<file path="src/rtl/clk_gate_ctrl_pkg.sv">
// Shared types and helpers for the clk_gate_ctrl clock-gating controller.
// The optional gated-cycle statistics are enabled with CLK_GATE_CTRL_STATS_EN.
package clk_gate_ctrl_pkg;

    typedef enum logic [1:0] {
        OFF  = 2'd0,
        WAKE = 2'd1,
        ON   = 2'd2
    } gate_state_e;

    localparam int STATS_W = 32;

    // Saturating increment of the low w bits of v (w <= 32).
    function automatic logic [31:0] sat_inc(input logic [31:0] v, input int unsigned w);
        logic [31:0] max_v;
        max_v = (w >= 32) ? 32'hFFFF_FFFF : ((32'd1 << w) - 32'd1);
        return (v == max_v) ? v : v + 32'd1;
    endfunction

endpackage

</file>
<file path="src/rtl/clk_gate_ctrl_chan.sv">
// One clock-gating channel: OFF/WAKE/ON FSM with idle and wake counters
// driving a single integrated clock gate.
module clk_gate_ctrl_chan
    import clk_gate_ctrl_pkg::*;
#(
    parameter int CNT_W       = 8,
    parameter int WAKE_CYCLES = 2,
    parameter bit RESET_ON    = 1'b0
) (
    input  logic             clk_i,
    input  logic             rst_i,
    input  logic             test_en_i,
    input  logic             req_i,
    input  logic             busy_i,
    input  logic             force_on_i,
    input  logic [CNT_W-1:0] idle_thr_i,
    output logic             clk_o,
    output logic             clk_en_o,
    output logic             ready_o,
    output gate_state_e      state_o
);

    localparam int WC_W = (WAKE_CYCLES > 1) ? $clog2(WAKE_CYCLES) : 1;
    localparam logic [WC_W-1:0] WAKE_LAST = WC_W'((WAKE_CYCLES > 0) ? WAKE_CYCLES - 1 : 0);

    gate_state_e      state_q, state_d;
    logic [CNT_W-1:0] idle_q, idle_d;
    logic [WC_W-1:0]  wake_q, wake_d;
    logic             wake_req;
    logic             activity;

    // Handshake: req_i/force_on_i ask for the clock and must be held (or busy_i
    // asserted) to keep it; ready_o=1 means the gated clock is running and stable.
    // busy_i can only hold a running clock, never start a stopped one.
    assign wake_req = req_i | force_on_i;
    assign activity = req_i | busy_i | force_on_i;

    always_comb begin
        state_d = state_q;
        idle_d  = idle_q;
        wake_d  = wake_q;
        case (state_q)
            OFF: begin
                idle_d = '0;
                if (wake_req) begin
                    wake_d = '0;
                    if (WAKE_CYCLES == 0) begin
                        state_d = ON;
                    end else begin
                        state_d = WAKE;
                    end
                end
            end
            WAKE: begin
                if (wake_q == WAKE_LAST) begin
                    state_d = ON;
                end else begin
                    wake_d = wake_q + WC_W'(1);
                end
            end
            ON: begin
                // Activity wins over a threshold hit in the same cycle.
                if (activity) begin
                    idle_d = '0;
                end else if ((idle_thr_i != '0) && (idle_q >= idle_thr_i)) begin
                    state_d = OFF;
                    idle_d  = '0;
                end else begin
                    idle_d = CNT_W'(sat_inc(32'(idle_q), CNT_W));
                end
            end
            default: begin
                state_d = OFF;
                idle_d  = '0;
                wake_d  = '0;
            end
        endcase
    end

    always_ff @(posedge clk_i) begin
        if (rst_i) begin
            state_q  <= RESET_ON ? ON : OFF;
            idle_q   <= '0;
            wake_q   <= '0;
            clk_en_o <= RESET_ON;
            ready_o  <= RESET_ON;
        end else begin
            state_q  <= state_d;
            idle_q   <= idle_d;
            wake_q   <= wake_d;
            clk_en_o <= (state_d != OFF);
            ready_o  <= (state_d == ON);
        end
    end

    assign state_o = state_q;

    pulp_clock_gating u_icg (
        .clk_i     (clk_i),
        .en_i      (clk_en_o),
        .test_en_i (test_en_i),
        .clk_o     (clk_o)
    );

endmodule

</file>
<file path="src/rtl/pulp_clock_gating.sv">
// Generic latch-based integrated clock gate: enable is captured while clk_i is
// low so the gated clock never glitches; test_en_i forces the gate transparent.
module pulp_clock_gating (
    input  logic clk_i,
    input  logic en_i,
    input  logic test_en_i,
    output logic clk_o
);

    logic en_latch;

    always_latch begin
        if (!clk_i) begin
            en_latch = en_i | test_en_i;
        end
    end

    assign clk_o = clk_i & en_latch;

endmodule

</file>
<file path="src/rtl/clk_gate_ctrl.sv">
// Multi-channel automatic clock-gating controller (NUM_CH independent channels).
// Define CLK_GATE_CTRL_STATS_EN to add per-channel gated-cycle counters.
module clk_gate_ctrl
    import clk_gate_ctrl_pkg::*;
#(
    parameter int NUM_CH      = 4,
    parameter int CNT_W       = 8,
    parameter int WAKE_CYCLES = 2,
    parameter bit RESET_ON    = 1'b0
) (
    input  logic                          clk_i,
    input  logic                          rst_i,
    input  logic                          test_en_i,
    input  logic [NUM_CH-1:0]             req_i,
    input  logic [NUM_CH-1:0]             busy_i,
    input  logic [NUM_CH-1:0]             force_on_i,
    input  logic [NUM_CH-1:0][CNT_W-1:0]  idle_thr_i,
`ifdef CLK_GATE_CTRL_STATS_EN
    input  logic                          stats_clr_i,
    output logic [NUM_CH-1:0][STATS_W-1:0] gated_cnt_o,
`endif
    output logic [NUM_CH-1:0]             clk_o,
    output logic [NUM_CH-1:0]             clk_en_o,
    output logic [NUM_CH-1:0]             ready_o,
    output logic                          all_gated_o,
    output gate_state_e [NUM_CH-1:0]      state_dbg_o
);

    for (genvar i = 0; i < NUM_CH; i++) begin : g_ch
        clk_gate_ctrl_chan #(
            .CNT_W       (CNT_W),
            .WAKE_CYCLES (WAKE_CYCLES),
            .RESET_ON    (RESET_ON)
        ) u_chan (
            .clk_i      (clk_i),
            .rst_i      (rst_i),
            .test_en_i  (test_en_i),
            .req_i      (req_i[i]),
            .busy_i     (busy_i[i]),
            .force_on_i (force_on_i[i]),
            .idle_thr_i (idle_thr_i[i]),
            .clk_o      (clk_o[i]),
            .clk_en_o   (clk_en_o[i]),
            .ready_o    (ready_o[i]),
            .state_o    (state_dbg_o[i])
        );
    end

    assign all_gated_o = ~|clk_en_o;

`ifdef CLK_GATE_CTRL_STATS_EN
    // Counts root-clock cycles spent with the channel gate closed; clear wins.
    always_ff @(posedge clk_i) begin
        for (int i = 0; i < NUM_CH; i++) begin
            if (rst_i || stats_clr_i) begin
                gated_cnt_o[i] <= '0;
            end else if (!clk_en_o[i]) begin
                gated_cnt_o[i] <= sat_inc(gated_cnt_o[i], STATS_W);
            end
        end
    end
`endif

endmodule

</file>
<file path="config.mk">
export PLATFORM = sky130hd
export DESIGN_NAME = clk_gate_ctrl
export DESIGN_NICKNAME = d
export VERILOG_FILES = /design/src/rtl/clk_gate_ctrl_pkg.sv /design/src/rtl/clk_gate_ctrl_chan.sv /design/src/rtl/pulp_clock_gating.sv /design/src/rtl/clk_gate_ctrl.sv
export SDC_FILE = /design/constraint.sdc
export NUM_CORES = 1
export LEC_CHECK = 0
export BUFFER_PORTS_ARGS = -buffer_cell sky130_fd_sc_hd__buf_4
export CAP_MARGIN = 0
export CORE_UTILIZATION = 30
export CTS_BUF_LIST = sky130_fd_sc_hd__clkbuf_8
export DETAILED_ROUTE_END_ITERATION = 10
export HOLD_SLACK_MARGIN = 0.02
export RECOVER_POWER = 100
export SLEW_MARGIN = 40
export SYNTH_ARGS = -nofsm -noshare
export SYNTH_HDL_FRONTEND = slang
export SYNTH_SLANG_ARGS = --single-unit
export TNS_END_PERCENT = 50
</file>
<file path="constraint.sdc">
create_clock -name clk_i -period 2 [get_ports clk_i]
set_input_delay 0 -clock clk_i [delete_from_list [all_inputs] [get_ports clk_i]]
set_output_delay 0 -clock clk_i [all_outputs]
set_load 0.005 [all_outputs]
</file>
==> results.toml <==
[detailed_routing]
drt_iter0_markers = 191
wl_per_cell_um = 12.9
vias_per_cell = 5.07
ant_nets = 0
firstDrtPassIters = 7
finalWirelength_mm = 8.98
drc = 15
vias = 3520

[setup_path]
arrival_ns = 2.05
setup.worst_path.class = "latch2out"
r2r_setup_slack_ns = -0.03
required_ns = 2.00
cp-start-kind = "latch"
critPathCaptureType = "primary output"
cp_max_fo = 1

[power]
peakVddDrop_mv = 0.287
p_leak_nw = 2.10
sw_frac_of_total_pct = 26.7
seqPwrFrac_pct = 45.3
p_per_area_nw_per_um2 = 524
p_sw_mw = 0.684
p_int_mw = 1.88
p_clk_share_pct = 40.3
power_frac_comb_pct = 14.4
finalPower_mw = 2.56

[finish]
final_cell_mix = "81 x buf_4, 46 x dfxtp_1, 40 x a21oi_1, 38 x inv_1, 35 x nor2_1"
drive_above_1_share_pct = 31.9
fin_nets = 632
antenna_cells = 0
final_util_pct = 42.4
area_growth_syn_to_layout_pct = 36.6
seq_area_um2 = 1110
final_common_cell = "buf_4"
fill_cells = 1159
multi_input_area_um2 = 2450

[floorplanning]
fp.dieArea_um2 = 12400
rows = 39
die_x_um = 111
num_io_pins = 68
die_h_um = 111
initial_utilization_pct = 31.1
design.core.area_um2 = 11500

[global_routing]
gr-usage-all-layers_pct = 14.5
grt_start_max_net_pins = 43
grt_pass1_vias = 3378
grt_pass1_wl_mm = 14.7
antenna_found_initial = 0
gr-total-overflow = 0

[cts]
path_clk_slew_ns = 0.10
cts_tree = "yes"
clkLatencyLatePin_ns = 0.41

[logic_synthesis]
synth_nets = 532
synth_cells = 449
synth_cell_types = 53
ys_warn_count = 0
postSynthAreaPerCell_um2 = 7.97
synthTopCellsByArea = "dfxtp_1 29%, ha_1 13%, a21oi_1 6.6%"
synth-edff-count = 0
synth_flop_cell = "dfxtp_1"
async_flop_share_pct = 0
synth_top_area_cell = "dfxtp_1"
synth_seq_cells = 56
syn-cell-area_um2 = 3580
synth_top_cell_area_share_pct = 29.1

[sta]
skew_ns = 0.0109
slew_viol_final = 0
grt_setup_unrepaired = "true"
hold_violations = 0
period_share_pct = 102
finalSetupViolCount = 13
min_period_ns = 2.05
final.setup.worst_slack_ns = -0.0458
worst_pin_slew_ns = 0.659
slew_headroom_pct = 56.0
clock.fmax_ghz = 0.492

[place]
pre_cts_ws_ns = -0.165
io_buffers = 67
dpl.hpwl_mm = 6.59
gp_congestion = 0.796

[worst_hold_path]
worstHoldPathType = "in2reg"

[run]
drv_cap = 0

[status]
violations = "DRC, setup timing"
status = "finished with violations"
-- critical path, cell delays in order, from the launching register on --
cell     delay (ns)
dlxtn_1        0.40
and2_4         0.12
buf_4          0.09
-- power by group through the flow --
stage	sequential (mW)	combinational, mW	clock [mW]
6_report	1.16	0.369	1.03
5_1_grt	1.17	0.409	1.13
4_1_cts	1.16	0.358	1.04
3_5_place_dp	1.19	0.331	0.137
3_3_place_gp	1.18	0.327	0.137
2_1_floorplan	1.18	0.190	0.137
-- path summary, 6_finish.rpt --
kind	start	to	cells past startpoint
setup / recovery	g_ch[3].u_chan.u_icg.en_latch	clk_o[3]	2
hold / removal	busy_i[3]	g_ch[3].u_chan.state_o[1]	5
setup reg to reg	g_ch[1].u_chan.idle_q[5]	g_ch[1].u_chan.idle_q[0]	7
hold reg to reg	g_ch[2].u_chan.wake_q	g_ch[2].u_chan.state_o[0]	1
-- metal layers --
| metal | vias up | share of wire, % | global-route usage [%] |
|---|---|---|---|
| met5 | - | 0 | 0 |
| met1 | 1630 | 48 | 18.4 |
| li1 | 1801 | - | - |
| met3 | 9 | 3.9 | 2.73 |
| met4 | 0 | 1.3 | 6.76 |
| met2 | 80 | 47 | 23.8 |
-- state kept, by name, indices dropped and copies added, names as in the netlist --
register / count
g_ch.u_chan.state_o: 8
g_ch.u_chan.u_icg.en_latch: 4
g_ch.u_chan.ready_o: 4
g_ch.u_chan.idle_q: 32
g_ch.u_chan.wake_q: 4
g_ch.u_chan.clk_en_o: 4
-- timing repair --
action | CTS | global route
cloned | 3 | 0
buffers inserted | 1 | 3
gates resized for setup | 23 | 37
pin swaps | 20 | 21
hold buffers | 7 | 0
setup endpoints to repair | 39 | 38
endpoints found under the hold margin | 11 | 0
-- cell usage after synthesis, types with 3 or more instances --
cell type and n:
mux2i_1 3, o21ai_0 12, a211oi_1 8, nor4_1 9
nand3_1 26, nand2b_1 10, nor3_1 17, ha_1 36
a21oi_1 47, o21a_1 4, dlxtn_1 4, o22ai_1 3
and3_1 9, clkbuf_1 4, a21o_1 5, a31oi_1 7
nor2_1 35, and2_1 5, inv_1 40, nor2b_1 6
nand2_1 33, a41oi_1 5, dfxtp_1 52, or2_2 8
buf_2 3, nand4_1 7, buf_4 12, or3_1 3
nand3b_1 4
-- final cells by class --
class / instances / area share, %
clock buffer: 13 / 3.23
clock inverter: 4 / 0.487
inverter: 40 / 3.07
multi-input combinational: 331 / 50.1
sequential: 56 / 22.7
tap: 143 / 3.66
timing repair buffer: 107 / 16.7
-- per-stage QoR --
stage / cells / hold slack (ns) / TNS [ns] / cell area, um2
floorplan: 449 / 0.151 / -0.0118 / 3630
detailed placement: 667 / 0.190 / -2.07 / 4380
global route: 694 / 0.0519 / -2.06 / 4880
global placement: 667 / 0.190 / -0.648 / 4380
finish: 694 / 0.0252 / -0.252 / 4880
CTS: 691 / 0.0209 / -0.282 / 4720
-- kinds of logic (layout without fill, tap and decap cells) --
kind of cell | count (synthesis) | count (layout) | share of synthesized area [%]
AO/OA/AOI/OAI | 110 | 110 | 20.4
multiplexers | 3 | 3 | 0.839
latches | 4 | 4 | 1.68
adder cells (fa/ha/maj) | 36 | 36 | 12.6
AND/OR/NAND/NOR | 182 | 182 | 26.9
buffers and inverters | 62 | 164 | 8.57
flip-flops | 52 | 52 | 29.1
Note: power is estimated with default switching activity, not from simulation.
